--- src/rtl/crypto_acc_mmio.sv ---
// crypto_acc_mmio: memory-mapped front end for a block-cipher core.
// Software loads a key and a data buffer and then sets START. The FSM
// offers the data one block at a time to the core and collects each
// result block into the result buffer.
module crypto_acc_mmio #(
   parameter int                   BUS_WIDTH    = 32,
   parameter logic [BUS_WIDTH-1:0] BASE_ADDRESS = BUS_WIDTH'(32'hF4000000),
   parameter int                   BUF_WORDS    = 16,
   parameter int                   BLOCK_WORDS  = 4
) (
   input  logic                             clk_i,
   input  logic                             rst_i,
   input  logic                             read_en_i,
   input  logic                             write_en_i,
   input  logic [BUS_WIDTH-1:0]             addr_i,
   input  logic [BUS_WIDTH-1:0]             data_i,
   output logic [BUS_WIDTH-1:0]             data_o,
   output logic                             irq_o,
   output logic [BLOCK_WORDS*BUS_WIDTH-1:0] core_key_o,
   output logic [BLOCK_WORDS*BUS_WIDTH-1:0] core_blk_o,
   output logic                             core_decrypt_o,
   output logic                             core_valid_o,
   input  logic                             core_ready_i,
   input  logic [BLOCK_WORDS*BUS_WIDTH-1:0] core_res_i,
   input  logic                             core_res_valid_i
);

   localparam int AW = (BUF_WORDS > 1) ? $clog2(BUF_WORDS) : 1;
   localparam int KW = (BLOCK_WORDS > 1) ? $clog2(BLOCK_WORDS) : 1;

   localparam logic [15:0] L_OFF_CTRL   = 16'h0000;
   localparam logic [15:0] L_OFF_OPTS   = 16'h0004;
   localparam logic [15:0] L_OFF_STATUS = 16'h0008;
   localparam logic [15:0] L_OFF_DLEN   = 16'h0108;
   localparam logic [15:0] L_OFF_RLEN   = 16'h010C;

   localparam logic [BUS_WIDTH-1:0] L_BLOCK = BUS_WIDTH'(BLOCK_WORDS);
   localparam logic [BUS_WIDTH-1:0] L_BUF   = BUS_WIDTH'(BUF_WORDS);

   localparam logic [1:0] S_IDLE = 2'd0;
   localparam logic [1:0] S_SEND = 2'd1;
   localparam logic [1:0] S_WAIT = 2'd2;

   logic [1:0]           r_state;
   logic                 r_irq_en;
   logic [BUS_WIDTH-1:0] r_opts;
   logic                 r_done;
   logic                 r_err;
   logic [BUS_WIDTH-1:0] r_data_len;
   logic [BUS_WIDTH-1:0] r_result_len;
   logic [BUS_WIDTH-1:0] r_key    [BLOCK_WORDS];
   logic [BUS_WIDTH-1:0] r_data   [BUF_WORDS];
   logic [BUS_WIDTH-1:0] r_result [BUF_WORDS];
   logic [BUS_WIDTH-1:0] r_data_o;

   logic [BUS_WIDTH-1:0] w_off;
   logic [15:0]          w_off16;
   logic [11:0]          w_idx;
   logic                 w_in_win;
   logic                 w_aligned;
   logic                 w_key_hit;
   logic                 w_data_hit;
   logic                 w_res_hit;
   logic                 w_wr;
   logic                 w_wr_ctrl;
   logic                 w_wr_opts;
   logic                 w_wr_status;
   logic                 w_wr_dlen;
   logic                 w_busy;
   logic                 w_abort;
   logic                 w_start;
   logic                 w_len_bad;
   logic                 w_res_take;
   logic [AW-1:0]        w_base;
   logic [BUS_WIDTH-1:0] w_rd_data;

   // Address decode: window check, register offsets and buffer regions.
   always_comb begin
      w_off      = addr_i - BASE_ADDRESS;
      w_off16    = w_off[15:0];
      w_idx      = w_off16[13:2];
      w_in_win   = (w_off[BUS_WIDTH-1:16] == '0);
      w_aligned  = (w_off16[1:0] == 2'b00);
      w_key_hit  = w_in_win && w_aligned && (w_off16[15:14] == 2'b01) && (w_idx < 12'(BLOCK_WORDS));
      w_data_hit = w_in_win && w_aligned && (w_off16[15:14] == 2'b10) && (w_idx < 12'(BUF_WORDS));
      w_res_hit  = w_in_win && w_aligned && (w_off16[15:14] == 2'b11) && (w_idx < 12'(BUF_WORDS));
   end

   // Write strobes and control-pulse qualification.
   always_comb begin
      w_busy      = (r_state != S_IDLE);
      w_wr        = write_en_i && w_in_win;
      w_wr_ctrl   = w_wr && (w_off16 == L_OFF_CTRL);
      w_wr_opts   = w_wr && (w_off16 == L_OFF_OPTS) && !w_busy;
      w_wr_status = w_wr && (w_off16 == L_OFF_STATUS);
      w_wr_dlen   = w_wr && (w_off16 == L_OFF_DLEN) && !w_busy;
      w_abort     = w_wr_ctrl && data_i[1];
      // ABORT in the same write wins over START.
      w_start     = w_wr_ctrl && data_i[0] && !data_i[1] && !w_busy;
      w_len_bad   = (r_data_len == '0) || (r_data_len > L_BUF) ||
                    ((r_data_len % L_BLOCK) != '0);
      w_res_take  = (r_state == S_WAIT) && core_res_valid_i && !w_abort;
      // RESULT_LEN equals the word index of the block in flight.
      w_base      = r_result_len[AW-1:0];
   end

   // FSM plus control/status registers; FSM events override a same-cycle W1C.
   always_ff @(posedge clk_i or posedge rst_i) begin
      if (rst_i) begin
         r_state      <= S_IDLE;
         r_irq_en     <= 1'b0;
         r_opts       <= '0;
         r_done       <= 1'b0;
         r_err        <= 1'b0;
         r_data_len   <= '0;
         r_result_len <= '0;
      end else begin
         if (w_wr_ctrl) begin
            r_irq_en <= data_i[2];
         end
         if (w_wr_opts) begin
            r_opts <= data_i;
         end
         if (w_wr_dlen) begin
            r_data_len <= data_i;
         end
         if (w_wr_status) begin
            if (data_i[1]) begin
               r_done <= 1'b0;
            end
            if (data_i[2]) begin
               r_err <= 1'b0;
            end
         end
         case (r_state)
            S_IDLE: begin
               if (w_start) begin
                  if (w_len_bad) begin
                     r_err <= 1'b1;
                  end else begin
                     r_state      <= S_SEND;
                     r_done       <= 1'b0;
                     r_result_len <= '0;
                  end
               end
            end
            S_SEND: begin
               if (w_abort) begin
                  r_state <= S_IDLE;
               end else if (core_ready_i) begin
                  r_state <= S_WAIT;
               end
            end
            S_WAIT: begin
               if (w_abort) begin
                  r_state <= S_IDLE;
               end else if (core_res_valid_i) begin
                  r_result_len <= r_result_len + L_BLOCK;
                  if ((r_result_len + L_BLOCK) < r_data_len) begin
                     r_state <= S_SEND;
                  end else begin
                     r_state <= S_IDLE;
                     r_done  <= 1'b1;
                  end
               end
            end
            default: begin
               r_state <= S_IDLE;
            end
         endcase
      end
   end

   // Key and data buffers: bus-writable only while idle.
   always_ff @(posedge clk_i or posedge rst_i) begin
      if (rst_i) begin
         for (int i = 0; i < BLOCK_WORDS; i++) begin
            r_key[i] <= '0;
         end
         for (int i = 0; i < BUF_WORDS; i++) begin
            r_data[i] <= '0;
         end
      end else begin
         if (w_wr && w_key_hit && !w_busy) begin
            r_key[w_idx[KW-1:0]] <= data_i;
         end
         if (w_wr && w_data_hit && !w_busy) begin
            r_data[w_idx[AW-1:0]] <= data_i;
         end
      end
   end

   // Result buffer: a whole result block lands in one cycle.
   always_ff @(posedge clk_i or posedge rst_i) begin
      if (rst_i) begin
         for (int i = 0; i < BUF_WORDS; i++) begin
            r_result[i] <= '0;
         end
      end else begin
         if (w_res_take) begin
            for (int j = 0; j < BLOCK_WORDS; j++) begin
               r_result[w_base + AW'(j)] <= core_res_i[j*BUS_WIDTH +: BUS_WIDTH];
            end
         end
      end
   end

   // Read mux from current (pre-write) register state.
   always_comb begin
      w_rd_data = '0;
      if (w_in_win) begin
         case (w_off16)
            L_OFF_CTRL:   w_rd_data = BUS_WIDTH'({r_irq_en, 2'b00});
            L_OFF_OPTS:   w_rd_data = r_opts;
            L_OFF_STATUS: w_rd_data = BUS_WIDTH'({r_err, r_done, w_busy});
            L_OFF_DLEN:   w_rd_data = r_data_len;
            L_OFF_RLEN:   w_rd_data = r_result_len;
            default: begin
               if (w_key_hit) begin
                  w_rd_data = r_key[w_idx[KW-1:0]];
               end else if (w_data_hit) begin
                  w_rd_data = r_data[w_idx[AW-1:0]];
               end else if (w_res_hit) begin
                  w_rd_data = r_result[w_idx[AW-1:0]];
               end else begin
                  w_rd_data = '0;
               end
            end
         endcase
      end else begin
         w_rd_data = '0;
      end
   end

   // Registered read data; holds while no read is strobed.
   always_ff @(posedge clk_i or posedge rst_i) begin
      if (rst_i) begin
         r_data_o <= '0;
      end else if (read_en_i) begin
         r_data_o <= w_rd_data;
      end
   end

   // Core-facing buses: key and current data block, word 0 in the LSBs.
   always_comb begin
      core_key_o = '0;
      core_blk_o = '0;
      for (int j = 0; j < BLOCK_WORDS; j++) begin
         core_key_o[j*BUS_WIDTH +: BUS_WIDTH] = r_key[j];
         core_blk_o[j*BUS_WIDTH +: BUS_WIDTH] = r_data[w_base + AW'(j)];
      end
   end

   assign data_o         = r_data_o;
   assign irq_o          = r_done & r_irq_en;
   assign core_decrypt_o = r_opts[0];
   assign core_valid_o   = (r_state == S_SEND);

endmodule

--- config.mk ---
export PLATFORM = sky130hd
export DESIGN_NAME = crypto_acc_mmio
export DESIGN_NICKNAME = d
export VERILOG_FILES = /design/src/rtl/crypto_acc_mmio.sv
export SDC_FILE = /design/constraint.sdc
export NUM_CORES = 2
export LEC_CHECK = 0
export CAP_MARGIN = 20
export CORE_MARGIN = 2
export CORE_UTILIZATION = 25
export CTS_CLUSTER_DIAMETER = 80
export DETAILED_ROUTE_END_ITERATION = 8
export PLACE_DENSITY = 0.46
export SLEW_MARGIN = 20
export SYNTH_ARGS = -nofsm -noshare
export SYNTH_HDL_FRONTEND = slang
export SYNTH_SLANG_ARGS = --single-unit
--- constraint.sdc ---
create_clock -name clk_i -period 72.8 [get_ports clk_i]
set_clock_uncertainty 0.1 [all_clocks]
set_input_delay 21.84 -clock clk_i [delete_from_list [all_inputs] [get_ports clk_i]]
set_output_delay 21.84 -clock clk_i [all_outputs]
set_load 0.01 [all_outputs]
# Word-level counts from Yosys, hierarchy flattened
# Cells that the tools add are included.
# classes
add_sub_neg,5
order_cmp,16
n_eq_ne,15
n_mux,70
n_bitwise,7
n_reduce_logical,45
# ops
operator,count
$bwmux W512,5
$mux W32,28
$bmux W32 S4,6
$demux W32 S4,5
$pmux W32 S5,1
$bwmux W128,1
$bmux W32 S2,1
$demux W32 S2,1
$pmux W32 S2,1
$add A32 B3 Y32 const B,1
$eq A16 B9 Y1 const B,2
$gt A32 B5 Y1 const B,1
$logic_not A16 Y1,2
$logic_not A32 Y1,1
$lt A32 B32 Y1,1
$reduce_bool A32 Y1,1
$sub A32 B32 Y32 const B,1
$logic_and A1 B1 Y1,30
$ge A5 B5 Y1 const B,5
$lt A5 B1 Y1 const B,5
$not A4 Y5,5
$eq A16 B3 Y1 const B,1
$eq A16 B4 Y1 const B,1
$mux W1,13
22 further kinds,39
# word_totals
reg_bits,1285
input_bits,198
out_inout_bits,291

# Longest topological paths before layout
# depth
depth_word,10
depth_mapped,16
mapped_depth_nobuf,15

# Worst setup path after synthesis
# No wires, ideal clock.
# synth_path
path_type,input port to flip-flop
startpoint,in addr_i[2]
endpoint,reg r_data_o[10] (netlist: data_o[10])
arrival_time_ps,24214
required_ps,72579
slack_ps,48365
cell_stages,8
n_path_buf,3
cell_sequence,clkbuf_1 clkbuf_1 buf_1 mux4_2 mux4_2 mux2i_1 o21ai_0 a22o_1
# synth_between
elab_chain_cells,10
# synth_lines
item,line_no,source
start: declaration,15,"input logic [BUS_WIDTH-1:0] addr_i,"
$sub A32 B32 Y32 (*),79,w_off = addr_i - BASE_ADDRESS;
"parallel branches: the longest is 8 deep, another holds $lt A12 B5 Y1",-,
$mux W32 (*),211,if (w_in_win) begin
end signal: assignment,240,r_data_o <= w_rd_data;
end: declaration,54,logic [BUS_WIDTH-1:0] r_data_o;
# Mark *: on every way between the ends. The select of a mux whose other input is x is not followed.
# A chain may end at the register's enable or synchronous reset.

# Worst setup path after layout
# layout_path
startpoint,reg r_result_len[2]
endpoint,out core_blk_o[106]
# layout_between
elab_chain_cells,5
# layout_lines
item,line_no,source
start: declaration,50,logic [BUS_WIDTH-1:0] r_result_len;
start signal: assignment,158,r_result_len <= r_result_len + L_BLOCK;
$add A4 B2 Y4,250,core_blk_o[j*BUS_WIDTH +: BUS_WIDTH] = r_data[w_base + AW'(j)];
$not A4 Y5 (implied by the code),250,
$bmux W32 S4,250,
$mux W32 (implied by the code) (2 in series),250,
end: declaration,20,"output logic [BLOCK_WORDS*BUS_WIDTH-1:0] core_blk_o,"
# No other way between the ends. The select of a mux whose other input is x is not followed.

==> load_flow_metrics.sql <==
INSERT INTO impl_metrics (metric_group, metric, value, unit) VALUES
('yosys', 'synth_top_cell_by_area', 'sky130_fd_sc_hd__dfrtp_1', ''),
('clock_tree', 'post_cts_hold_buffer_count', '0', ''),
('yosys', 'post_synth_most_frequent_cells', 'sky130_fd_sc_hd__dfrtp_1 (1283), sky130_fd_sc_hd__mux2_2 (1085), sky130_fd_sc_hd__mux4_2 (478)', ''),
('global_route', 'gr-total-overflow', '0', ''),
('setup_path', 'critical-path-slowest-cell', 'sky130_fd_sc_hd__dfrtp_4', ''),
('yosys', 'asyncSetResetFlopFracSynth', '1.00', ''),
('timing', 'report.final.hold_viol_count', '0', ''),
('power_and_ir_drop', 'vdd_drop_max', '0.0000209', 'V'),
('yosys', 'xor_xnor_share_of_the_synthesized_area', '0.00407', ''),
('clock_tree', 'clock_sink_count', '1283', ''),
('timing', 'layout_worst_path_cycle_share', '0.366', ''),
('setup_path', 'critical_path_required', '50860', 'ps'),
('power_and_ir_drop', 'power.leakage', '34.2', 'nW'),
('clock_tree', 'clkLatencyLatePin', '820', 'ps'),
('yosys', 'synth_most_common_cell', 'sky130_fd_sc_hd__dfrtp_1', ''),
('timing', 'max_slew_margin', '0.260', ''),
('yosys', 'synth_simple_gate_area_share', '0.0326', ''),
('setup_path', 'critPathLaunchType', 'flip-flop', ''),
('power_and_ir_drop', 'power.density', '21.0', 'nW/µm²'),
('yosys', 'yosys_most_used_dff', 'sky130_fd_sc_hd__dfrtp_1', ''),
('timing', 'rsz0062_at_grt', 'false', ''),
('clock_tree', 'cts-buffers-inserted', '160', ''),
('final_layout', 'area.growth.synth_to_final', '22.1', '%'),
('yosys', 'adder_cell_area_share_of_the_yosys_netlist', '0.00763', ''),
('yosys', 'post_synth_main_area_contributors', 'sky130_fd_sc_hd__dfrtp_1 (52%), sky130_fd_sc_hd__mux2_2 (20%), sky130_fd_sc_hd__mux4_2 (17%)', ''),
('setup_path', 'critPathCaptureType', 'output port', ''),
('timing', 'max_freq', '0.0375', 'GHz'),
('yosys', 'synth.avg_cell_area', '14.8', 'µm²'),
('place', 'portBuffers', '488', ''),
('power_and_ir_drop', 'power_frac_clock', '0.509', ''),
('yosys', 'synth_warnings', '0', ''),
('yosys', 'synth_cell_types', '54', ''),
('floorplan', 'die-height', '503', 'µm'),
('setup_path', 'cpMostUsedCell', 'sky130_fd_sc_hd__buf_4', ''),
('run', 'maxCapViolations', '0', ''),
('yosys', 'syn_inst', '4225', ''),
('power_and_ir_drop', 'switching_power', '384', 'µW'),
('floorplan', 'die_x', '503', 'µm'),
('floorplan', 'placementRows', '183', ''),
('drt', 'wl_per_cell', '28.4', 'µm'),
('timing', 'setup-tns-final', '0', 'ps'),
('setup_path', 'timing.setup.critical_path_class', 'reg2out', ''),
('setup_path', 'largest_driver_fanout_on_the_critical_path', '39', ''),
('place', 'dpl_hpwl', '151', 'mm'),
('clock_tree', 'cts_max_path_buffers', '3', ''),
('global_route', 'maximum_number_of_pins_on_one_net_before_global_route_repair', '181', ''),
('timing', 'layout_min_cycle_time', '26640', 'ps'),
('timing', 'worst_hold_slack', '372', 'ps'),
('outcome', 'status', 'completed', ''),
('timing', 'max_slew.worst_pin.slew', '1110', 'ps'),
('clock_tree', 'path_clk_slew', '50', 'ps'),
('global_route', 'globalRouteTotalUtil', '0.179', ''),
('clock_tree', 'postCtsSetupBuffers', '0', ''),
('floorplan', 'core_area', '248000', 'µm²'),
('floorplan', 'pin_count', '489', ''),
('timing', 'slew_viol_final', '0', ''),
('yosys', 'largest_family_of_logic_cells_by_synthesized_area', 'multiplexers', ''),
('timing', 'setup_viol', '0', ''),
('clock_tree', 'htree_num_levels', '4', ''),
('clock_tree', 'post_cts_resize_count', '0', ''),
('yosys', 'nets_in_the_synthesized_netlist', '4461', ''),
('drt', 'drt_pre_antenna_iters', '5', ''),
('yosys', 'synth_compound_gate_area_share', '0.0378', ''),
('final_layout', 'design.final.nets', '4830', ''),
('floorplan', 'die_area', '253000', 'µm²'),
('floorplan', 'initial_core_utilization', '0.251', ''),
('power_and_ir_drop', 'combinationalPowerShare', '0.045', ''),
('power_and_ir_drop', 'power.sequential.fraction', '0.446', ''),
('global_route', 'number_of_global_route_vias_before_repair', '41200', ''),
('hold_path', 'hp-class', 'reg2reg', ''),
('drt', 'num_vias', '39700', '');
## power groups by stage
stage                     Combinational (mW)  Clock, mW  Sequential [mW]
final                                 0.0723      0.814            0.715
after global routing                  0.0790      0.867            0.714
after CTS                             0.0749      0.838            0.714
after detailed placement              0.0747          0            0.727
after global placement                0.0746          0            0.727
after floorplan                       0.0379          0            0.728
## layer usage
metal	vias up	GRT usage	share of wire	wire length [µm]
met2	1153	0.287	0.47	108000
li1	16700	-	-	-
met4	60	0.0418	0.021	4800
met3	312	0.0421	0.065	15000
met5	-	0	0.0015	350
met1	21500	0.244	0.44	101000
## registers in the layout, indices dropped and copies added, names as in the netlist
name and flops:
r_err 1, r_result_len 30, r_opts 32, r_result 512
r_data_len 32, r_done 1, r_irq_en 1, core_key_o 128
r_state 2, data_o 32, r_data 512
## cells by family (layout without fill, tap and decap cells)
| group | count (synthesis) | in the layout |
|---|---|---|
| AOI/OAI and AO/OA | 393 | 393 |
| xor gates and xnor gates | 29 | 29 |
| adders and majority gates | 38 | 38 |
| buffers and inverters | 419 | 917 |
| DFF | 1283 | 1283 |
| muxes | 1597 | 1597 |
| other | 0 | 5 |
| and+or+nand+nor | 466 | 466 |
## through the flow
stage	instance area, µm²	utilization	instances	power [mW]	worst slack, ps
2_1_floorplan	62300	-	4225	0.766	14700
3_3_place_gp	70700	0.285	7761	0.802	45400
3_5_place_dp	70700	0.285	7761	0.802	45360
4_1_cts	76100	0.307	8052	1.63	45980
5_1_grt	76100	0.307	8055	1.66	45640
6_report	76100	0.307	8058	1.60	46160
## final timing paths
check                      cells past startpoint       startpoint  slack [ps]         endpoint
max reg2reg                                   13  r_result_len[2]       67730       r_state[0]
max in group asynchronous                      8            rst_i       46360   core_key_o[28]
min in group asynchronous                      2            rst_i       21530    r_result[164]
min reg2reg                                    2    r_result[399]         370    r_result[399]
min                                            2    r_result[399]         370    r_result[399]
max                                            4  r_result_len[2]       46160  core_blk_o[106]
## area by class of cell
class	instances	area (µm²)
Antenna cell	5	12.5
Clock buffer	241	4700
Clock inverter	50	686
Fill cell	24700	172000
Inverter	46	180
Multi-Input combinational cell	2523	28600
Sequential cell	1283	32100
Tap cell	3330	4170
Timing Repair Buffer	580	5630
## cells in the final DEF (no fill, tap or decap), types with 44 or more instances in the layout
master                               n
sky130_fd_sc_hd__a21oi_1            95
sky130_fd_sc_hd__nand2_1           312
sky130_fd_sc_hd__o21ai_0           181
sky130_fd_sc_hd__inv_1              44
sky130_fd_sc_hd__buf_4              87
sky130_fd_sc_hd__dfrtp_1          1281
sky130_fd_sc_hd__mux2_2           1085
sky130_fd_sc_hd__clkbuf_16         161
sky130_fd_sc_hd__mux4_2            478
sky130_fd_sc_hd__a22o_1             45
sky130_fd_sc_hd__clkdlybuf4s50_1   477
## worst max-delay path: cells and delay by family (launching register included)
family | cells | cell delay [ps]
buffers and inverters | 3 | 2050
flip-flops | 1 | 920
multiplexers | 1 | 700
Note: power is estimated with default switching activity, not from simulation.
